### src/rtl/spi_request_arbiter.sv
// Round-robin arbiter that shares one SPI master between NUM_REQ requesters,
// sequencing start/slaveSelect/data and reporting completion or timeout per requester.
module spi_request_arbiter #(
  parameter int NUM_REQ      = 3,
  parameter int START_CYCLES = 2,
  parameter int TIMEOUT      = 64
) (
  input  logic                   clk,
  input  logic                   reset,
  input  logic [NUM_REQ-1:0]     req,
  input  logic [2*NUM_REQ-1:0]   req_slave,
  input  logic [8*NUM_REQ-1:0]   req_data,
  output logic [NUM_REQ-1:0]     ack,
  output logic [NUM_REQ-1:0]     err,
  output logic [7:0]             rx_data,
  output logic                   busy,
  output logic                   start,
  output logic [1:0]             slaveSelect,
  output logic [7:0]             masterDataToSend,
  input  logic [2:0]             CS,
  input  logic [7:0]             masterDataReceived
);

  localparam int IDX_W   = (NUM_REQ > 1) ? $clog2(NUM_REQ) : 1;
  localparam int SUM_W   = IDX_W + 1;
  localparam int CNT_MAX = (TIMEOUT > START_CYCLES) ? TIMEOUT : START_CYCLES;
  localparam int CNT_W   = $clog2(CNT_MAX + 1);

  typedef enum logic [2:0] {IDLE, LAUNCH, WAIT_BUSY, WAIT_DONE, COMPLETE} state_t;

  state_t            state;
  logic [IDX_W-1:0]  rr;
  logic [IDX_W-1:0]  g;
  logic [IDX_W-1:0]  pick;
  logic              found;
  logic [SUM_W-1:0]  cand;
  logic [CNT_W-1:0]  cnt;

  function automatic logic [NUM_REQ-1:0] onehot(input logic [IDX_W-1:0] idx);
    return NUM_REQ'(1) << idx;
  endfunction

  function automatic logic [IDX_W-1:0] wrap_inc(input logic [IDX_W-1:0] idx);
    if (idx == IDX_W'(NUM_REQ - 1)) return '0;
    return idx + IDX_W'(1);
  endfunction

  // First requesting index at or above the rr pointer, wrapping around.
  always_comb begin
    found = 1'b0;
    pick  = '0;
    cand  = '0;
    for (int i = 0; i < NUM_REQ; i++) begin
      cand = {1'b0, rr} + SUM_W'(i);
      if (cand >= SUM_W'(NUM_REQ)) cand = cand - SUM_W'(NUM_REQ);
      if (!found && req[cand[IDX_W-1:0]]) begin
        found = 1'b1;
        pick  = cand[IDX_W-1:0];
      end
    end
  end

  assign busy = (state != IDLE);

  always_ff @(posedge clk or posedge reset) begin
    if (reset) begin
      state            <= IDLE;
      rr               <= '0;
      g                <= '0;
      cnt              <= '0;
      start            <= 1'b0;
      slaveSelect      <= '0;
      masterDataToSend <= '0;
      ack              <= '0;
      err              <= '0;
      rx_data          <= '0;
    end else begin
      case (state)
        IDLE: begin
          if (found) begin
            g                <= pick;
            slaveSelect      <= req_slave[{pick, 1'b0} +: 2];
            masterDataToSend <= req_data[{pick, 3'b000} +: 8];
            start            <= 1'b1;
            cnt              <= '0;
            state            <= LAUNCH;
          end
        end
        LAUNCH: begin
          if (cnt == CNT_W'(START_CYCLES - 1)) begin
            start <= 1'b0;
            cnt   <= '0;
            state <= WAIT_BUSY;
          end else begin
            cnt <= cnt + CNT_W'(1);
          end
        end
        WAIT_BUSY: begin
          if (CS != 3'b111) begin
            cnt   <= '0;
            state <= WAIT_DONE;
          end else if (cnt == CNT_W'(TIMEOUT - 1)) begin
            err   <= onehot(g);
            cnt   <= '0;
            state <= COMPLETE;
          end else begin
            cnt <= cnt + CNT_W'(1);
          end
        end
        WAIT_DONE: begin
          // A single idle CS cycle counts as completion; no deglitching.
          if (CS == 3'b111) begin
            ack     <= onehot(g);
            rx_data <= masterDataReceived;
            cnt     <= '0;
            state   <= COMPLETE;
          end else if (cnt == CNT_W'(TIMEOUT - 1)) begin
            err   <= onehot(g);
            cnt   <= '0;
            state <= COMPLETE;
          end else begin
            cnt <= cnt + CNT_W'(1);
          end
        end
        COMPLETE: begin
          ack   <= '0;
          err   <= '0;
          rr    <= wrap_inc(g);
          state <= IDLE;
        end
        default: state <= IDLE;
      endcase
    end
  end

endmodule

### config.mk
export PLATFORM = sky130hd
export DESIGN_NAME = spi_request_arbiter
export DESIGN_NICKNAME = d
export VERILOG_FILES = /design/src/rtl/spi_request_arbiter.sv
export SDC_FILE = /design/constraint.sdc
export NUM_CORES = 1
export LEC_CHECK = 0
export CORE_MARGIN = 2
export CORE_UTILIZATION = 49
export DETAILED_ROUTE_END_ITERATION = 10
export PLACE_DENSITY = 0.83
export SYNTH_ARGS = -nofsm -noshare
export SYNTH_HDL_FRONTEND = slang
export SYNTH_SLANG_ARGS = --single-unit
export TNS_END_PERCENT = 1
### constraint.sdc
create_clock -name clk -period 4.55 [get_ports clk]
set_input_delay 1.365 -clock clk [delete_from_list [all_inputs] [get_ports clk]]
set_output_delay 1.365 -clock clk [all_outputs]
set_load 0.01 [all_outputs]
==> impl_metrics.toml, run 1 <==
[critical_path]
r2r_slack_ns = 2.08
ff2ff_path_depth = 6
r2r-end = "slaveSelect[1]"
worst_setup_path_end_kind = "output port"
critical_path.max_fanout = 12
cp-start-kind = "register"
r2r-start = "rr[0]"
cp.required_ns = 3.18
critical_path_arrival_ns = 1.87
path_class = "reg -> out"

[cts]
hold_buffers = 0
worstSkewPairLatency_ns = 0.29
cts_inserted_buffers = 5
htree_levels = 2
clk_pin_slew_ns = 0.08
cts_sinks = 39
cts_resized = 0
cts_tree = "built"
cts-root-buf = "clkbuf_8"
clockBufferDepth = 2
post_cts_buffers = 0

[routing]
viasPerCell = 5.60
drc_errors = 0
antenna_left = 0
drtIter0Drc = 95
wl_per_cell_um = 14.5
vias = 1838
firstDrtPassIters = 4
wl_um = 4760

[timing]
rsz0062_at_grt = "false"
fmax_ghz = 0.309
finalCriticalPeriod_ns = 3.24
hold_violations = 0
max_slew.worst_pin.slew_ns = 0.832
fin_crit_sh_pct = 71.1
finalMaxSlewViolations = 0
finalSetupTns_ns = 0
finalSetupViolCount = 0
skew_ns = 0.00349
relSlewSlack_pct = 44.5

[global_routing]
grt_pass1_wl_um = 8130
grt_pass1_vias = 1717
grt_max_degree = 40
antenna_found_initial = 0
overflow = 0
grt.total_usage_pct = 20.8

[run_status]
outcome = "complete, no violations"

[logic_synthesis]
ys_warn_count = 0
syn_area_per_cell_sq_um = 10.3
synth_area_leaders = "dfrtp_1, mux2i_1, mux2_2"
yosys.area.top_type_share_pct = 46.4
async_flop_share_pct = 100
ys_seq_elements = 39
synth_nets = 255
synthCells = 205
ys.flop_type = "dfrtp_1"
seq_area_frac_synth_pct = 46.4
synth_area_sq_um = 2100
synth.distinct_cells = 47
synth_edf_count = 0
yosys.area.top_type = "dfrtp_1"

[power_and_ir_drop]
ir_drop_v = 0.000256
pwr_density_cell_nw_per_um2 = 547
p_leak_nw = 1.27

[finish]
num-nets-final = 327
final_core_util_pct = 72.8
n_antenna_cell = 0
fillers = 306
syn2layout_area_growth_pct = 40.4
drive_gt1_share_pct = 10.4
stdcell_area_sq_um = 2960
stdcell_count = 328

[place]
place_area_sq_um = 2840
dpl.cell_count = 320
hpwlAfterDp_um = 3550
port_buffers = 71
gp_congestion = 0.852

[hold_path]
hold_class = "reg -> reg"
min_to = "err[2]"
whs_path_depth = 1
min_from = "err[2]"

[die]
die_area_sq_um = 4840
pin_count = 72
num_rows = 23
start_util_pct = 51.9
die_y_um = 69.5
die_w_um = 69.5
coreArea_sq_um = 4060

[job]
max_cap_violations = 0
[cells in the mapped netlist, types with 2 or more instances]
cell / instances
a211o_1: 2
a211oi_1: 10
a21boi_0: 2
a21o_1: 3
a21oi_1: 6
a31oi_1: 2
a32o_1: 3
and3_1: 4
and4bb_2: 2
buf_2: 3
clkbuf_1: 2
dfrtp_1: 39
ha_1: 4
inv_1: 8
mux2_2: 9
mux2i_1: 13
nand2_1: 14
nand2b_1: 2
nand3_1: 3
nor2_1: 20
nor2b_1: 3
nor3_1: 14
nor4b_1: 3
o21ai_0: 8
o21ai_1: 2
o21bai_1: 2
or2_2: 2
[worst max path at each step]
stage                     slack (ns)      from                  end  cells after the start
final                           1.31  state[2]                 busy                      3
after global routing            1.19  state[2]                 busy                      3
after CTS                       1.32    req[0]       slaveSelect[1]                      6
after detailed placement        1.03    req[0]       slaveSelect[1]                      6
after global placement          1.08    req[0]  masterDataToSend[1]                      6
after floorplan                 1.90     CS[2]               err[0]                      5
[logic make-up after synthesis]
family / after synthesis / synth area share [%]
buf+inv: 16 / 4.04
compound gates: 51 / 17.8
simple gates: 72 / 17.9
fa+ha+maj: 5 / 2.85
mux: 22 / 11.0
flops: 39 / 46.4
[layout by cell type, fill, tap and decap left out, types with 6 or more instances in the layout]
master	n
a21oi_1	6
o21ai_0	8
nand2_1	14
a211oi_1	10
mux2_2	9
clkbuf_8	6
mux2i_1	13
nor3_1	14
clkdlybuf4s50_1	71
dfrtp_1	39
nor2_1	20
inv_1	8
[worst max-delay path: stages (launching register included)]
cell             delay, ns
dfrtp_1               0.52
nor3_1                0.42
inv_1                 0.14
clkdlybuf4s50_1       0.50
[metal layers]
| layer | global-route usage (%) | routed length (um) | vias to the layer above |
|---|---|---|---|
| li1 | - | - | 900 |
| met1 | 26.7 | 2020 | 875 |
| met2 | 35.3 | 2440 | 56 |
| met3 | 4.65 | 228 | 7 |
| met4 | 6.10 | 63 | 0 |
| met5 | 0 | 0 | - |
[flip-flops by register name (all words and copies together) (netlist names)]
name	flops
start	1
g	2
rx_data	8
err	3
rr	2
ack	3
masterDataToSend	8
cnt	7
state	3
slaveSelect	2
[where the power goes]
group	internal, mW	switching, mW	total (mW)
Sequential	0.473	0.0958	0.569
Clock	0.177	0.121	0.299
Combinational	0.397	0.353	0.750
[final cells by class]
cell class	instances	area (sq um)	share of cell area, %
repair buffers	73	726	24.6
clock inverters	2	35.0	1.19
well taps	50	62.6	2.12
inverters	8	30.0	1.02
multi-input cells	150	1040	35.3
clock buffers	6	82.6	2.79
flip-flops and latches	39	976	33.0
[stage by stage]
stage          hold slack (ns)  setup slack, ns  power (mW)
2_1_floorplan            0.486             1.90        1.02
3_3_place_gp             0.482             1.08        1.30
3_5_place_dp             0.482             1.03        1.33
4_1_cts                  0.499             1.32        1.63
5_1_grt                  0.517             1.19        1.73
6_report                 0.493             1.31        1.62
No activity file was read; power rests on OpenSTA's default activity.
==> run 2, diff against run 1 <==
--- a/config.mk
+++ b/config.mk
@@ -6,9 +6,9 @@
 export NUM_CORES = 1
 export LEC_CHECK = 0
 export CORE_MARGIN = 2
-export CORE_UTILIZATION = 49
+export CORE_UTILIZATION = 41
 export DETAILED_ROUTE_END_ITERATION = 10
-export PLACE_DENSITY = 0.83
+export PLACE_DENSITY = 0.74
 export SYNTH_ARGS = -nofsm -noshare
 export SYNTH_HDL_FRONTEND = slang
 export SYNTH_SLANG_ARGS = --single-unit
==> constraint.sdc (replaced) <==
create_clock -name clk -period 2.89 [get_ports clk]
set_input_delay 0.867 -clock clk [delete_from_list [all_inputs] [get_ports clk]]
set_output_delay 0.867 -clock clk [all_outputs]
set_load 0.01 [all_outputs]
==> run 2 against run 1 <==
Compared with the run above:
- final area up 2.0%
- clock-buffer cell count fell by 1
- combinational power is 63% higher
- first-iteration DRC count up 16%
- power rose by 53%
- cell count rose by 8.5%
- worst hold slack better by 0.014 ns
- largest power group unchanged
- highest routed layer unchanged
==> impl_metrics.toml, run 2 (synthesis gave the netlist of run 1 again) <==
[place]
hpwlAfterDp_um = 3540
port_buffers = 71
gp_congestion = 0.798
place_area_sq_um = 2920
dpl.cell_count = 348

[finish]
multi_input_area_sq_um = 1040
layout_commonest_cell = "clkdlybuf4s50_1"
final_core_util_pct = 59.8
fillers = 461
drive_gt1_share_pct = 12.9
stdcell_count = 356
num-nets-final = 335
n_antenna_cell = 0
reg_top3 = "masterDataToSend (8), rx_data (8), cnt (7)"
final_cell_mix = "clkdlybuf4s50_1, dfrtp_1, nor2_1, nand2_1, nor3_1"
regArea_sq_um = 976
syn2layout_area_growth_pct = 43.3
stdcell_area_sq_um = 3020

[critical_path]
critical_path_arrival_ns = 1.84
cp.required_ns = 2.02
worst_setup_path_end_kind = "output port"
cp_num_buf_inv = 2
cp_slowest_cell = "dfrtp_1"
cp-start-kind = "register"
crit_family = "buffers and inverters"
cp_cell_sequence = "nor3_1, inv_1, clkdlybuf4s50_1"
path_class = "reg -> out"
timing.critical_path.slowest_cell_delay_ns = 0.52
critical_path.max_fanout = 12

[power_and_ir_drop]
pwr-share-seq_pct = 35.4
p_leak_nw = 1.29
clockPowerShare_pct = 15.2
p_int_mw = 1.57
p_sw_share_pct = 36.4
pwr_density_cell_nw_per_um2 = 821
p_sw_mw = 0.902
comb_power_share_pct = 49.4
ir_drop_v = 0.000341

[cts]
htree_levels = 2
cts_tree = "built"
cts_inserted_buffers = 5
clk_pin_slew_ns = 0.08
cts_resized = 0
worstSkewPairLatency_ns = 0.29
post_cts_buffers = 0
hold_buffers = 0
cts_sinks = 39
cts-root-buf = "clkbuf_8"
clockBufferDepth = 2

[routing]
antenna_left = 0
firstDrtPassIters = 4
drc_errors = 0
vias = 1818
drtIter0Drc = 110
wl_um = 4620
viasPerCell = 5.11
wl_per_cell_um = 13.0

[timing]
finalSetupTns_ns = 0
hold_violations = 0
finalCriticalPeriod_ns = 2.71
fmax_ghz = 0.369
finalSetupViolCount = 0
rsz0062_at_grt = "false"
relSlewSlack_pct = 67.8
skew_ns = 0.00715
max_slew.worst_pin.slew_ns = 0.484
fin_crit_sh_pct = 93.7
hold_ws_ns = 0.508
finalMaxSlewViolations = 0

[die]
die_w_um = 75.6
pin_count = 72
die_area_sq_um = 5720
die_y_um = 75.6
start_util_pct = 41.7
num_rows = 26
coreArea_sq_um = 5040

[global_routing]
overflow = 0
grt_max_degree = 40
grt.total_usage_pct = 17.7
grt_pass1_wl_um = 7770
grt_pass1_vias = 1722
antenna_found_initial = 0

[hold_path]
hold_class = "reg -> reg"

[run_status]
outcome = "complete, no violations"

[job]
max_cap_violations = 0
## run 2: changes by cell type in the layout (fill, tap and decap cells not counted)
cell        previous run  this run
clkinv_2               1         0
buf_4                  2        10
clkbuf_8               6         5
inv_6                  0         1
bufinv_16              1         0
clkinvlp_4             0         2
## run 2: power groups by stage
stage | Sequential, mW | Clock, mW | Combinational (mW)
finish | 0.877 | 0.376 | 1.22
global route | 0.911 | 0.411 | 1.36
CTS | 0.879 | 0.391 | 1.23
detailed placement | 0.886 | 0 | 1.23
global placement | 0.886 | 0 | 1.22
floorplan | 0.936 | 0 | 0.670
## run 2: worst reg2reg max path: cells and delay by family (launching register included)
kind,cells,cell delay [ns]
buffers and inverters,2,0.27
AND/OR/NAND/NOR,2,0.61
adder cells (fa/ha/maj),1,0.40
AO/OA/AOI/OAI,3,0.38
flip-flops,1,0.35
## run 2: layout make-up
type	count	share of cell area, %
Multi-Input combinational cell	150	34.6
Timing Repair Buffer	81	26.1
Sequential cell	39	32.4
Clock inverter	3	0.788
Clock buffer	5	2.28
Tap cell	70	2.90
Inverter	8	0.996
## run 2: final timing paths
check | slack, ns | start | cells past startpoint | end
worst min-delay path | 0.51 | rx_data[4] | 1 | rx_data[4]
worst max register to register | 0.75 | rr[0] | 8 | masterDataToSend[7]
min in group asynchronous | 0.99 | reset | 3 | masterDataToSend[7]
max in group asynchronous | 1.56 | reset | 3 | cnt[3]
worst max-delay path | 0.18 | state[2] | 3 | busy
worst min register to register | 0.51 | rx_data[4] | 1 | rx_data[4]
## run 2: layer usage
metal,GRT usage (%),wire [um],vias up
met3,5.82,344,10
met2,25.4,2030,58
met5,0,0,-
li1,-,-,913
met1,24.8,2180,837
met4,7.02,74,0
## run 2: per-stage QoR
stage / power, mW / worst slack (ns)
6_report: 2.48 / 0.183
5_1_grt: 2.68 / 0.0823
4_1_cts: 2.50 / 0.172
3_5_place_dp: 2.12 / 0.103
3_3_place_gp: 2.10 / 0.209
2_1_floorplan: 1.61 / 0.734
==> run 3, diff against run 2 <==
--- a/config.mk
+++ b/config.mk
@@ -8,6 +8,7 @@
 export CORE_MARGIN = 2
 export CORE_UTILIZATION = 41
 export DETAILED_ROUTE_END_ITERATION = 10
+export GPL_TIMING_DRIVEN = 0
 export PLACE_DENSITY = 0.74
 export SYNTH_ARGS = -nofsm -noshare
 export SYNTH_HDL_FRONTEND = slang
==> run 3 against run 2 <==
Compared with the run above:
- setup slack better by 0.10 ns
- non-clock buffer count down 2
- cell count shrank 0.56%
- wire length rose by 6.6%
- first-iteration DRC count increased by 28%
- critical endpoint is now masterDataToSend[7]
- largest cell class unchanged
- highest routed layer unchanged
==> impl_metrics.toml, run 3 (synthesis gave the netlist of run 1 again) <==
[critical_path]
worst_setup_path_end_kind = "register"
critical_path.max_fanout = 10
cp-start-kind = "input pin"
cp.required_ns = 3.07
critical_path_arrival_ns = 2.78
path_class = "in -> reg"

[timing]
rsz0062_at_grt = "false"
finalSetupViolCount = 0
skew_ns = 0.00527
hold_violations = 0
finalCriticalPeriod_ns = 2.61
hold_ws_ns = 0.506
relSlewSlack_pct = 45.8
finalMaxSlewViolations = 0
finalSetupTns_ns = 0
max_slew.worst_pin.slew_ns = 0.812
fin_crit_sh_pct = 90.2
fmax_ghz = 0.384

[finish]
final_core_util_pct = 59.8
final_cell_mix = "clkdlybuf4s50_1, dfrtp_1, nor2_1, nand2_1, nor3_1"
stdcell_count = 354
reg_top3 = "masterDataToSend (8), rx_data (8), cnt (7)"
fillers = 441
drive_gt1_share_pct = 12.0
num-nets-final = 333
layout_commonest_cell = "clkdlybuf4s50_1"
n_antenna_cell = 0
syn2layout_area_growth_pct = 43.3

[hold_path]
hold_class = "reg -> reg"

[die]
die_w_um = 75.6
coreArea_sq_um = 5040
start_util_pct = 41.7
die_area_sq_um = 5720
die_y_um = 75.6
num_rows = 26
pin_count = 72

[global_routing]
grt_busiest_layer = "met2"
grt_pass1_vias = 1796
use_met3_pct = 5.69
antenna_found_initial = 0
grt_max_degree = 40
grt.total_usage_pct = 18.1
met1_usage_pct = 22.7
grt_pass1_wl_um = 7930
met2_usage_pct = 30.5
overflow = 0

[cts]
htree_levels = 2
worstSkewPairLatency_ns = 0.30
cts-root-buf = "clkbuf_8"
cts_inserted_buffers = 5
cts_resized = 0
hold_buffers = 0
clockBufferDepth = 2
clk_pin_slew_ns = 0.08
cts_tree = "built"
cts_sinks = 39
post_cts_buffers = 0

[routing]
viasPerCell = 5.29
vias = 1871
wl_um = 4930
wl_per_cell_um = 13.9
drtIter0Drc = 141
antenna_left = 0
drc_errors = 0
firstDrtPassIters = 5

[place]
dpl.cell_count = 346
port_buffers = 71
gp_congestion = 0.817
hpwlAfterDp_um = 3620

[power_and_ir_drop]
pwr_density_cell_nw_per_um2 = 856
p_leak_nw = 1.29
ir_drop_v = 0.000403

[run_status]
outcome = "complete, no violations"

[job]
max_cap_violations = 0
-- run 3: cell count changes in the layout (fill, tap and decap cells not counted) --
cell        before  now
buf_2            0    3
buf_4           10    1
buf_6            0    1
bufinv_16        0    1
clkbuf_1         0    2
clkbuf_8         5    6
clkinv_2         0    1
clkinv_4         0    1
clkinvlp_4       2    0
inv_1            8    7
inv_2            0    1
inv_6            1    0
-- run 3: critical path, cell delays in order --
cell,delay (ns)
clkdlybuf4s50_1,0.63
and4bb_2,0.27
a31oi_1,0.25
nand3_1,0.24
buf_2,0.25
nor3_1,0.20
a211oi_2,0.07
-- run 3: path summary, 6_finish.rpt --
check                      slack (ns)  cells after the start    from             endpoint
setup / recovery                 0.28                      7  req[1]  masterDataToSend[7]
hold / removal                   0.51                      1  err[0]               err[0]
setup reg to reg                 0.68                      8   rr[0]  masterDataToSend[7]
hold reg to reg                  0.51                      1  err[0]               err[0]
max in group asynchronous        1.33                      2   reset  masterDataToSend[4]
min in group asynchronous        1.05                      2   reset               err[1]
-- run 3: final cells by class --
class                      instances  area (sq um)  area share [%]
clock buffer                       5          68.8            2.28
multi-input combinational        150          1040            34.6
clock inverter                     3          43.8            1.45
tap                               70          87.6            2.90
inverter                           8          30.0           0.996
buffer                             8          55.1            1.83
sequential                        39           976            32.4
timing repair buffer              71           711            23.6
-- run 3: through the flow --
stage / setup WS, ns / total power [mW] / cell area (sq um)
finish: 0.284 / 2.58 / 3020
CTS: 0.275 / 2.61 / 3020
global placement: 0.0141 / 2.11 / 2900
floorplan: 0.734 / 1.61 / 2100
detailed placement: -0.0139 / 2.13 / 2900
global route: 0.188 / 2.77 / 3020
-- run 3: where the power goes --
group          internal, mW  total, mW  switching [mW]
sequential            0.745      0.880           0.136
clock                 0.257      0.463           0.206
combinational         0.658       1.24           0.579
total                  1.66       2.58           0.920
-- run 3: routing by layer --
layer  wire length, um  share of wire (%)  up-vias
met5                 0                  0        -
met4                32               0.65        0
met3               364                7.4        5
met2              2480                 50       66
met1              2060                 42      891
li1                  -                  -      909
==> RTL change, RTL diff (config.mk and constraints of run 3) <==
The 5 states of `state_t` get a one-hot encoding in 5 bits.
--- a/src/rtl/spi_request_arbiter.sv
+++ b/src/rtl/spi_request_arbiter.sv
@@ -26,7 +26,7 @@
   localparam int CNT_MAX = (TIMEOUT > START_CYCLES) ? TIMEOUT : START_CYCLES;
   localparam int CNT_W   = $clog2(CNT_MAX + 1);
 
-  typedef enum logic [2:0] {IDLE, LAUNCH, WAIT_BUSY, WAIT_DONE, COMPLETE} state_t;
+  typedef enum logic [4:0] {IDLE = 5'b00001, LAUNCH = 5'b00010, WAIT_BUSY = 5'b00100, WAIT_DONE = 5'b01000, COMPLETE = 5'b10000} state_t;
 
   state_t            state;
   logic [IDX_W-1:0]  rr;
Behaviour: no difference found for any inputs over 10 cycles, from zero or initial values and one cycle with reset high; not proved beyond that.
==> RTL change against run 3 <==
First-iteration DRC count decreased by 45%; synthesized area increased by 6.7%; routed wire length increased by 5.5%; non-clock buffer count increased by 2; power decreased by 14%; worst setup slack got worse by 0.098 ns; sequential cell count increased by 2; cell area increased by 4.3%.
==> RTL change: results (changes against run 3) <==
| Metric | Value |
|---|---|
| Multi-In Gates | 157 (+4.7%) |
| Syn nets | 275 (+7.8%) |
| Num sequential | 41 (+5.1%) |
| Total GRT Usage | 18.1% (about the same) |
| Top post-synthesis cells by count | dfrtp_1, nand2_1, a21oi_1, inv_1, nor2_1 |
| Final Wtd Congestion | 0.780 (-4.6%) |
| Setup crit end | busy |
| Global-route wire length before repair | 8.79 mm (+11%) |
| Cell internal pwr | 0.00142 W (-14%) |
| Max incr delay on CP | 0.45 ns (-0.18 ns) |
| Crit Path Class | reg -> out |
| Initial drt markers | 77 (-45%) |
| Seq/total area | 32.7% (+0.33 points) |
| Reg2reg end | slaveSelect[0]$_DFFE_PP0P_ |
| Leakage | 1.34 nW (+3.4%) |
| Layout cells sized above 1 | 13.2% (+1.2 points) |
| Multi-input combinational area share | 35.2% (+0.60 points) |
| Resized cells post-CTS | 2 (+2) |
| Largest net degree at the start of global routing | 42 (+5.0%) |
| Critical path arrival | 1.84 ns (-0.94 ns) |
| Post-detail-place hpwl | 3.90 mm (+7.7%) |
| Maximum vdd drop | 0.373 mV (-7.3%) |
| Slew @ Worst Pin | 0.846 ns (+0.0345 ns) |
| Vias in the first global route | 1864 (+3.8%) |
| Seq power | 0.000846 W (-3.9%) |
| Worst reg2reg setup slack | 0.46 ns (-0.22 ns) |
| Family with the most delay on the worst path | simple AND/OR/NAND/NOR gates |
| Layout Nets | 353 (+6.0%) |
| CP Max Fanout | 7 (-3) |
| Status | complete, no violations |
| Largest cells by area after synthesis | dfrtp_1, mux2_2, nand2_1, a21oi_1, mux2i_1 |
| Sequential area share after synthesis | 45.8% (-0.61 points) |
| Clk cell area share | 3.22% (-0.51 points) |
==> RTL change: cell count changes after synthesis, sizes merged, moves of 9 or more <==
cell / before / now
a211oi: 11 / 0
a21oi: 6 / 16
inv: 8 / 17
nor2: 20 / 10
==> RTL change: worst min-delay path by stage <==
stage | to | slack (ns) | cells after the start
CTS | masterDataToSend[6]$_DFFE_PP0P_ | 0.49 | 2
detailed placement | masterDataToSend[6]$_DFFE_PP0P_ | 0.47 | 2
global placement | slaveSelect[1]$_DFFE_PP0P_ | 0.46 | 2
floorplan | cnt[6]$_DFFE_PP0P_ | 0.49 | 1
global route | slaveSelect[1]$_DFFE_PP0P_ | 0.51 | 2
finish | masterDataToSend[6]$_DFFE_PP0P_ | 0.48 | 2
==> RTL change: kinds of logic after synthesis <==
| family | after synthesis | synth area share, % |
|---|---|---|
| AND/OR/NAND/NOR | 71 | 17.4 |
| flip-flops | 41 | 45.8 |
| XOR/XNOR | 2 | 0.781 |
| AO/OA/AOI/OAI | 64 | 21.3 |
| buffers and inverters | 27 | 4.90 |
| multiplexers | 15 | 7.14 |
| adder cells (fa/ha/maj) | 5 | 2.68 |
==> RTL change: stage by stage <==
step	std cells	hold WS [ns]	instance area, sq um	worst slack [ns]	total power, W
final	374	0.482	3150	0.186	0.00222
after floorplan	225	0.486	2240	0.621	0.00142
after global placement	366	0.463	3040	-0.232	0.00181
after global routing	374	0.507	3150	0.107	0.00237
after detailed placement	366	0.470	3040	-0.223	0.00183
after CTS	374	0.487	3140	0.0887	0.00224
==> RTL change: routing by layer <==
metal / up-vias / global-route usage, % / part of all wire [%]
li1: 977 / - / -
met4: 0 / 6.32 / 2.1
met5: - / 0 / 0
met3: 12 / 3.49 / 3.1
met1: 942 / 24.2 / 47
met2: 36 / 29.3 / 48
